===== config.mk =====
export PLATFORM = sky130hd
export DESIGN_NAME = zuc_eea3_flat
export DESIGN_NICKNAME = d
export VERILOG_FILES = /design/src/rtl/zuc_eea3_if.sv /design/src/rtl/zuc_eea3.sv /design/src/flat_wrapper.sv
export SDC_FILE = /design/constraint.sdc
export NUM_CORES = 1
export LEC_CHECK = 0
export ABC_AREA = 1
export CAP_MARGIN = 20
export CELL_PAD_IN_SITES_DETAIL_PLACEMENT = 1
export CELL_PAD_IN_SITES_GLOBAL_PLACEMENT = 1
export CORE_AREA = 2 2 219 221
export DETAILED_ROUTE_END_ITERATION = 10
export DIE_AREA = 0 0 221 223
export GPL_TIMING_DRIVEN = 0
export PLACE_DENSITY_LB_ADDON = 0.1
export SYNTH_ARGS = -nofsm -noshare
export SYNTH_HDL_FRONTEND = slang
export SYNTH_SLANG_ARGS = --single-unit
export TNS_END_PERCENT = 50

===== constraint.sdc =====
create_clock -name clk -period 1.7 [get_ports clk]
set_input_delay 0.34 -clock clk [delete_from_list [all_inputs] [get_ports clk]]
set_output_delay 0.34 -clock clk [all_outputs]
set_load 0.02 [all_outputs]

===== src/rtl/zuc_eea3_if.sv =====
// rtl/zuc_eea3_if.sv - Signal bundle for zuc_eea3: command, payload in/out and ZUC generator link.
interface zuc_eea3_if #(
  parameter int LEN_W = 32
) ();
  logic             s_cmd_valid;
  logic             s_cmd_ready;
  logic [31:0]      s_cmd_count;
  logic [4:0]       s_cmd_bearer;
  logic             s_cmd_direction;
  logic [127:0]     s_cmd_ck;
  logic [LEN_W-1:0] s_cmd_length;

  logic             s_valid;
  logic             s_ready;
  logic [31:0]      s_data;

  logic             m_valid;
  logic             m_ready;
  logic [31:0]      m_data;
  logic             m_last;

  logic             z_valid;
  logic             z_ready;
  logic             z_init;
  logic [127:0]     z_key;
  logic [127:0]     z_iv;

  logic             k_valid;
  logic             k_ready;
  logic [31:0]      k_data;

  modport slave (
    input  s_cmd_valid, s_cmd_count, s_cmd_bearer, s_cmd_direction, s_cmd_ck, s_cmd_length,
    output s_cmd_ready,
    input  s_valid, s_data,
    output s_ready,
    output m_valid, m_data, m_last,
    input  m_ready,
    output z_valid, z_init, z_key, z_iv,
    input  z_ready,
    input  k_valid, k_data,
    output k_ready
  );

  modport master (
    output s_cmd_valid, s_cmd_count, s_cmd_bearer, s_cmd_direction, s_cmd_ck, s_cmd_length,
    input  s_cmd_ready,
    output s_valid, s_data,
    input  s_ready,
    input  m_valid, m_data, m_last,
    output m_ready,
    input  z_valid, z_init, z_key, z_iv,
    output z_ready,
    output k_valid, k_data,
    input  k_ready
  );
endinterface


===== src/rtl/zuc_eea3.sv =====
// rtl/zuc_eea3.sv - EEA3 confidentiality wrapper: XORs payload with an external ZUC keystream.
// Optional tail masking of the final word is selected by ZUC_EEA3_TAIL_MASK_EN.
module zuc_eea3 #(
  parameter int LEN_W = 32
) (
  input  logic        clk,
  input  logic        resetn,
  zuc_eea3_if.slave   bus
);

  localparam int WL_W = LEN_W - 4;

  typedef enum logic [1:0] {
    ST_IDLE,
    ST_INIT,
    ST_RUN
  } state_t;

  state_t            state_q, state_d;
  logic [31:0]       count_q, count_d;
  logic [4:0]        bearer_q, bearer_d;
  logic              dir_q, dir_d;
  logic [127:0]      ck_q, ck_d;
  logic [WL_W-1:0]   words_left_q, words_left_d;
  logic              m_valid_q, m_valid_d;
  logic [31:0]       m_data_q, m_data_d;
  logic              m_last_q, m_last_d;

  logic              cmd_ready;
  logic              cmd_fire;
  logic              pair_fire;
  logic              last_pair;
  logic [WL_W-1:0]   cmd_words;
  logic [31:0]       raw_word;
  logic [31:0]       out_word;
  logic [127:0]      key_swap;
  logic [63:0]       iv_half;

  assign cmd_words = {1'b0, bus.s_cmd_length[LEN_W-1:5]} + WL_W'(|bus.s_cmd_length[4:0]);

  assign cmd_ready = resetn && (state_q == ST_IDLE);
  assign cmd_fire  = bus.s_cmd_valid && cmd_ready;

  assign pair_fire = (state_q == ST_RUN) && bus.s_valid && bus.k_valid &&
                     (!m_valid_q || bus.m_ready) && (words_left_q != '0);
  assign last_pair = (words_left_q == WL_W'(1));

  assign raw_word = bus.s_data ^ bus.k_data;

`ifdef ZUC_EEA3_TAIL_MASK_EN
  // Number of valid bits in the final word; zero means the word is full.
  logic [4:0]  tail_q;
  logic [31:0] tail_mask;

  always_ff @(posedge clk or negedge resetn) begin
    if (!resetn) begin
      tail_q <= 5'd0;
    end else if (cmd_fire) begin
      tail_q <= bus.s_cmd_length[4:0];
    end
  end

  assign tail_mask = ~(32'hffff_ffff >> tail_q);
  assign out_word  = (last_pair && (tail_q != 5'd0)) ? (raw_word & tail_mask) : raw_word;
`else
  assign out_word  = raw_word;
`endif

  always_comb begin
    key_swap = '0;
    for (int i = 0; i < 16; i++) begin
      key_swap[8*i +: 8] = ck_q[8*(15-i) +: 8];
    end
  end

  // Byte 0 of the IV lives in the low byte, so COUNT's MSB byte lands at [7:0].
  assign iv_half = {24'h0, bearer_q, dir_q, 2'b00,
                    count_q[7:0], count_q[15:8], count_q[23:16], count_q[31:24]};

  assign bus.s_cmd_ready = cmd_ready;
  assign bus.s_ready     = pair_fire;
  assign bus.k_ready     = pair_fire;
  assign bus.z_valid     = (state_q != ST_IDLE);
  assign bus.z_init      = (state_q == ST_INIT);
  assign bus.z_key       = key_swap;
  assign bus.z_iv        = {iv_half, iv_half};
  assign bus.m_valid     = m_valid_q;
  assign bus.m_data      = m_data_q;
  assign bus.m_last      = m_last_q;

  always_comb begin
    state_d      = state_q;
    count_d      = count_q;
    bearer_d     = bearer_q;
    dir_d        = dir_q;
    ck_d         = ck_q;
    words_left_d = words_left_q;
    m_valid_d    = m_valid_q;
    m_data_d     = m_data_q;
    m_last_d     = m_last_q;

    unique case (state_q)
      ST_IDLE: begin
        if (cmd_fire) begin
          count_d      = bus.s_cmd_count;
          bearer_d     = bus.s_cmd_bearer;
          dir_d        = bus.s_cmd_direction;
          ck_d         = bus.s_cmd_ck;
          words_left_d = cmd_words;
          if (bus.s_cmd_length != '0) begin
            state_d = ST_INIT;
          end
        end
      end
      ST_INIT: begin
        if (bus.z_ready) begin
          state_d = ST_RUN;
        end
      end
      ST_RUN: begin
        if (pair_fire) begin
          words_left_d = words_left_q - WL_W'(1);
          if (last_pair) begin
            state_d = ST_IDLE;
          end
        end
      end
      default: state_d = ST_IDLE;
    endcase

    // Output register is independent of the FSM so a final word can drain after IDLE.
    if (pair_fire) begin
      m_valid_d = 1'b1;
      m_data_d  = out_word;
      m_last_d  = last_pair;
    end else if (bus.m_ready) begin
      m_valid_d = 1'b0;
    end
  end

  always_ff @(posedge clk or negedge resetn) begin
    if (!resetn) begin
      state_q      <= ST_IDLE;
      count_q      <= '0;
      bearer_q     <= '0;
      dir_q        <= 1'b0;
      ck_q         <= '0;
      words_left_q <= '0;
      m_valid_q    <= 1'b0;
      m_data_q     <= '0;
      m_last_q     <= 1'b0;
    end else begin
      state_q      <= state_d;
      count_q      <= count_d;
      bearer_q     <= bearer_d;
      dir_q        <= dir_d;
      ck_q         <= ck_d;
      words_left_q <= words_left_d;
      m_valid_q    <= m_valid_d;
      m_data_q     <= m_data_d;
      m_last_q     <= m_last_d;
    end
  end

endmodule


===== src/flat_wrapper.sv =====
// flat-port wrapper written by rule: the top's interface ports become plain ports
module zuc_eea3_flat 
#(
  parameter int LEN_W = 32
)
  (clk, resetn, bus_s_cmd_valid, bus_s_cmd_count, bus_s_cmd_bearer, bus_s_cmd_direction, bus_s_cmd_ck, bus_s_cmd_length, bus_s_cmd_ready, bus_s_valid, bus_s_data, bus_s_ready, bus_m_valid, bus_m_data, bus_m_last, bus_m_ready, bus_z_valid, bus_z_init, bus_z_key, bus_z_iv, bus_z_ready, bus_k_valid, bus_k_data, bus_k_ready);
  zuc_eea3_if #(.LEN_W(LEN_W)) bus_i ();
  input  logic clk;
  input  logic resetn;
  input wire logic [$bits(bus_i.s_cmd_valid)-1:0] bus_s_cmd_valid;
  input wire logic [$bits(bus_i.s_cmd_count)-1:0] bus_s_cmd_count;
  input wire logic [$bits(bus_i.s_cmd_bearer)-1:0] bus_s_cmd_bearer;
  input wire logic [$bits(bus_i.s_cmd_direction)-1:0] bus_s_cmd_direction;
  input wire logic [$bits(bus_i.s_cmd_ck)-1:0] bus_s_cmd_ck;
  input wire logic [$bits(bus_i.s_cmd_length)-1:0] bus_s_cmd_length;
  output wire logic [$bits(bus_i.s_cmd_ready)-1:0] bus_s_cmd_ready;
  input wire logic [$bits(bus_i.s_valid)-1:0] bus_s_valid;
  input wire logic [$bits(bus_i.s_data)-1:0] bus_s_data;
  output wire logic [$bits(bus_i.s_ready)-1:0] bus_s_ready;
  output wire logic [$bits(bus_i.m_valid)-1:0] bus_m_valid;
  output wire logic [$bits(bus_i.m_data)-1:0] bus_m_data;
  output wire logic [$bits(bus_i.m_last)-1:0] bus_m_last;
  input wire logic [$bits(bus_i.m_ready)-1:0] bus_m_ready;
  output wire logic [$bits(bus_i.z_valid)-1:0] bus_z_valid;
  output wire logic [$bits(bus_i.z_init)-1:0] bus_z_init;
  output wire logic [$bits(bus_i.z_key)-1:0] bus_z_key;
  output wire logic [$bits(bus_i.z_iv)-1:0] bus_z_iv;
  input wire logic [$bits(bus_i.z_ready)-1:0] bus_z_ready;
  input wire logic [$bits(bus_i.k_valid)-1:0] bus_k_valid;
  input wire logic [$bits(bus_i.k_data)-1:0] bus_k_data;
  output wire logic [$bits(bus_i.k_ready)-1:0] bus_k_ready;
  assign bus_i.s_cmd_valid = bus_s_cmd_valid;
  assign bus_i.s_cmd_count = bus_s_cmd_count;
  assign bus_i.s_cmd_bearer = bus_s_cmd_bearer;
  assign bus_i.s_cmd_direction = bus_s_cmd_direction;
  assign bus_i.s_cmd_ck = bus_s_cmd_ck;
  assign bus_i.s_cmd_length = bus_s_cmd_length;
  assign bus_s_cmd_ready = bus_i.s_cmd_ready;
  assign bus_i.s_valid = bus_s_valid;
  assign bus_i.s_data = bus_s_data;
  assign bus_s_ready = bus_i.s_ready;
  assign bus_m_valid = bus_i.m_valid;
  assign bus_m_data = bus_i.m_data;
  assign bus_m_last = bus_i.m_last;
  assign bus_i.m_ready = bus_m_ready;
  assign bus_z_valid = bus_i.z_valid;
  assign bus_z_init = bus_i.z_init;
  assign bus_z_key = bus_i.z_key;
  assign bus_z_iv = bus_i.z_iv;
  assign bus_i.z_ready = bus_z_ready;
  assign bus_i.k_valid = bus_k_valid;
  assign bus_i.k_data = bus_k_data;
  assign bus_k_ready = bus_i.k_ready;
  zuc_eea3 #(.LEN_W(LEN_W)) u_core (.clk(clk), .resetn(resetn), .bus(bus_i));
endmodule

==> impl_metrics.toml <==
[timing]
hold_viol = 0
rsz0062_at_grt = "true"
holdWs_ns = 0.0002055
setup_viol = 202
tightestPinTransition_ns = 0.6158
final_max_slew_viol_count = 0
tns_ns = -12.23
period_needed_ns = 2.409
max_freq_mhz = 415.1
fin_skew_ns = 0.02358
period_share_pct = 141.7
relSlewSlack_pct = 58.81
fin_ws_ns = -0.7093

[clock_network]
clockBufferDepth = 3
cts-root-buf = "clkbuf_16"
path_clk_slew_ns = 0.06
cts_tree = "yes"
insertion_delay_ns = 0.58
htreeDepth = 1
cts_inserted_buffers = 29
cts_sinks = 230

[synth]
yosys-top-cells-area = "dfrtp_1 (47%), mux2_4 (17%), nand2_1 (7.4%), buf_4 (5.7%), nor2_1 (3.2%)"
synth.yosys.seq_area_share_pct = 46.96
synth-edff-count = 0
yosysUniqueCellTypes = 35
synthArstFlopShare_pct = 100.0
syn_avg_cell_area_um2 = 10.39
yosys.area.top_type_share_pct = 46.96
synth-seq-cells = 230
ys.flop_type = "dfrtp_1"
synth_area_um2 = 12260
ys_warn_count = 0
yosys.area.top_type = "dfrtp_1"
syn-instance-count = 1179

[floorplan]
die_area_um2 = 49280
die_h_um = 223
die_x_um = 221
pin_count = 564
coreArea_um2 = 47150
num_rows = 80
start_util_pct = 26.00

[final_layout]
num-fill-cells = 5207
layout_commonest_cell = "clkdlybuf4s50_1"
final_cell_mix = "clkdlybuf4s50_1 (266), dfrtp_1 (222), nand2_1 (212), buf_4 (168), mux2_4 (140)"
fin_cells = 2532
drive_above_1_share_pct = 34.45
area_growth_pct = 71.70
fin_util_pct = 44.63
finalNetCount = 2165
final_area_um2 = 21040

[global_routing]
grt_pass1_wl_mm = 77.83
grt_antenna_before_repair = 13
grt_pass1_vias = 11480
grt_util_all_layers_pct = 21.02
grt-ovfl-total = 0
grt_start_max_net_pins = 62

[setup_path]
critPathMaxFanout = 3
r2r_cells = 17
critical_path.slowest_cell = "dfrtp_1"
crit_path_start_kind = "register"
setup.worst_path.end_class = "output pin"
arrival_ns = 2.07
worstPathCellList = "nor2_4 -> nand2_2 -> inv_2 -> nand2_1 -> nor2_2 -> nand2_2 -> nand2_4 -> buf_8 -> clkinvlp_4 -> buf_6 -> buf_6"
timing.rr.start = "u_core.words_left_q[0]"
reg2reg_slack_ns = -0.29
rr_endpoint = "u_core.words_left_q[25]"
path_class = "register to output pin"
critPathRequiredTime_ns = 1.36
cpPeakStageDelay_ns = 0.42

[status]
status = "finished, violations left"
violations = "setup timing"

[placement]
gp_congestion = 0.8509
hpwl_mm = 41.48
pre_cts_slack_ns = -1.064
dpl_cell_area_um2 = 18490
port_buffers = 511
dp_cells = 2358

[pwr]
p_total_mw = 38.15
internal_power_mw = 22.76
ir_drop_uv = 1001
pwr-share-comb_pct = 57.2
seqPwrFrac_pct = 25.9
p_clk_share_pct = 16.9
p_leak_nw = 10.47
switching_power_mw = 15.39
power_density_nw_per_um2 = 1813
power_switching_share_pct = 40.35

[detailed_routing]
via_per_inst = 4.336
drc_errors = 0
first_pass_iters = 4
drt_iter0_drc = 369
drtAntennaViolNets = 0
drt_wl_total_mm = 54.47
route.detailed.wl_per_inst_um = 21.51
vias = 10980

[run]
maxCapViolCount = 0

[hold_path]
hold_class = "input port to async pin"
state kept, by name, summed over array words and instances (netlist names):
| signal | count |
|---|---|
| u_core.ck_q | 128 |
| u_core.bus.m_data | 32 |
| u_core.count_q | 32 |
| u_core.words_left_q | 28 |
| u_core.bearer_q | 5 |
| u_core.state_q | 2 |
| u_core.bus.m_last | 1 |
| u_core.bus.m_valid | 1 |
| u_core.dir_q | 1 |
cell usage after synthesis (2+ instances only):
master and number:
a21boi_0 2, a21oi_1 5, buf_2 10, buf_4 93
buf_6 20, clkbuf_1 4, dfrtp_1 230, ha_1 6
inv_1 62, inv_2 6, mux2_2 26, mux2_4 140
mux2i_1 2, nand2_1 240, nand2_2 15, nand2_4 2
nand3_1 64, nand3b_1 2, nand4_1 15, nor2_1 105
nor2_2 3, nor2_4 6, nor3_1 2, o21ai_0 64
o21ai_1 4, o21bai_1 2, or2_2 3, xnor2_1 34
xor2_1 6
logic make-up after synthesis:
| group | share of synthesized area, % |
|---|---|
| compound gates | 3.277 |
| xor+xnor | 2.859 |
| fa+ha+maj | 0.6125 |
| buf+inv | 10.27 |
| flops | 46.96 |
| mux | 19.70 |
| other cells | 0.03060 |
| simple gates | 16.28 |
power by group through the flow:
| stage | sequential [mW] | combinational, mW | clock [mW] |
|---|---|---|---|
| after floorplan | 12.8 | 7.67 | 0 |
| after global placement | 10.1 | 19.7 | 0 |
| after detailed placement | 10.2 | 19.8 | 0 |
| after CTS | 9.88 | 21.1 | 6.65 |
| after global routing | 10.3 | 23.1 | 6.87 |
| final | 9.90 | 21.8 | 6.45 |
worst max-delay path, delay by kind of cell (launching register included):
kind | cells | cell delay (ns)
DFF | 1 | 0.42
and+or+nand+nor | 6 | 0.59
buffers and inverters | 5 | 0.48
cell type report:
class	instances	area, um^2	area share (%)
repair buffers	636	6296	29.92
multi-input cells	804	5803	27.58
flip-flops and latches	230	5766	27.40
plain buffers	121	1136	5.399
clock buffers	37	805.8	3.829
well taps	615	769.5	3.657
inverters	68	261.5	1.243
clock inverters	17	195.2	0.9276
diodes	4	10.01	0.04757
how the worst max path moves through the flow:
stage	to	startpoint	cells after the start
CTS	bus_s_ready	u_core.words_left_q[23]	11
global placement	u_core.ck_q[17]	resetn	1
global route	bus_s_ready	u_core.words_left_q[8]	11
finish	bus_s_ready	u_core.words_left_q[4]	11
floorplan	bus_s_ready	u_core.words_left_q[0]	11
detailed placement	bus_s_cmd_ready	resetn	5
timing repair:
item / CTS / global route
gates resized for setup: 566 / 134
buffers inserted: 87 / 32
hold endpoints to repair: 171 / 0
pin swaps: 30 / 35
cloned: 3 / 4
endpoints found under the setup margin: 473 / 344
hold buffers: 4 / 0
metal layers:
metal | routed length, um | vias up | track usage (%) | part of all wire (%)
li1 | - | 5142 | - | -
met1 | 21320 | 5388 | 24.25 | 39
met2 | 28040 | 339 | 38.31 | 51
met3 | 3256 | 93 | 5.044 | 6.0
met4 | 1747 | 18 | 6.365 | 3.2
met5 | 102 | - | 0 | 0.19
(Power assumes the default switching activity.)
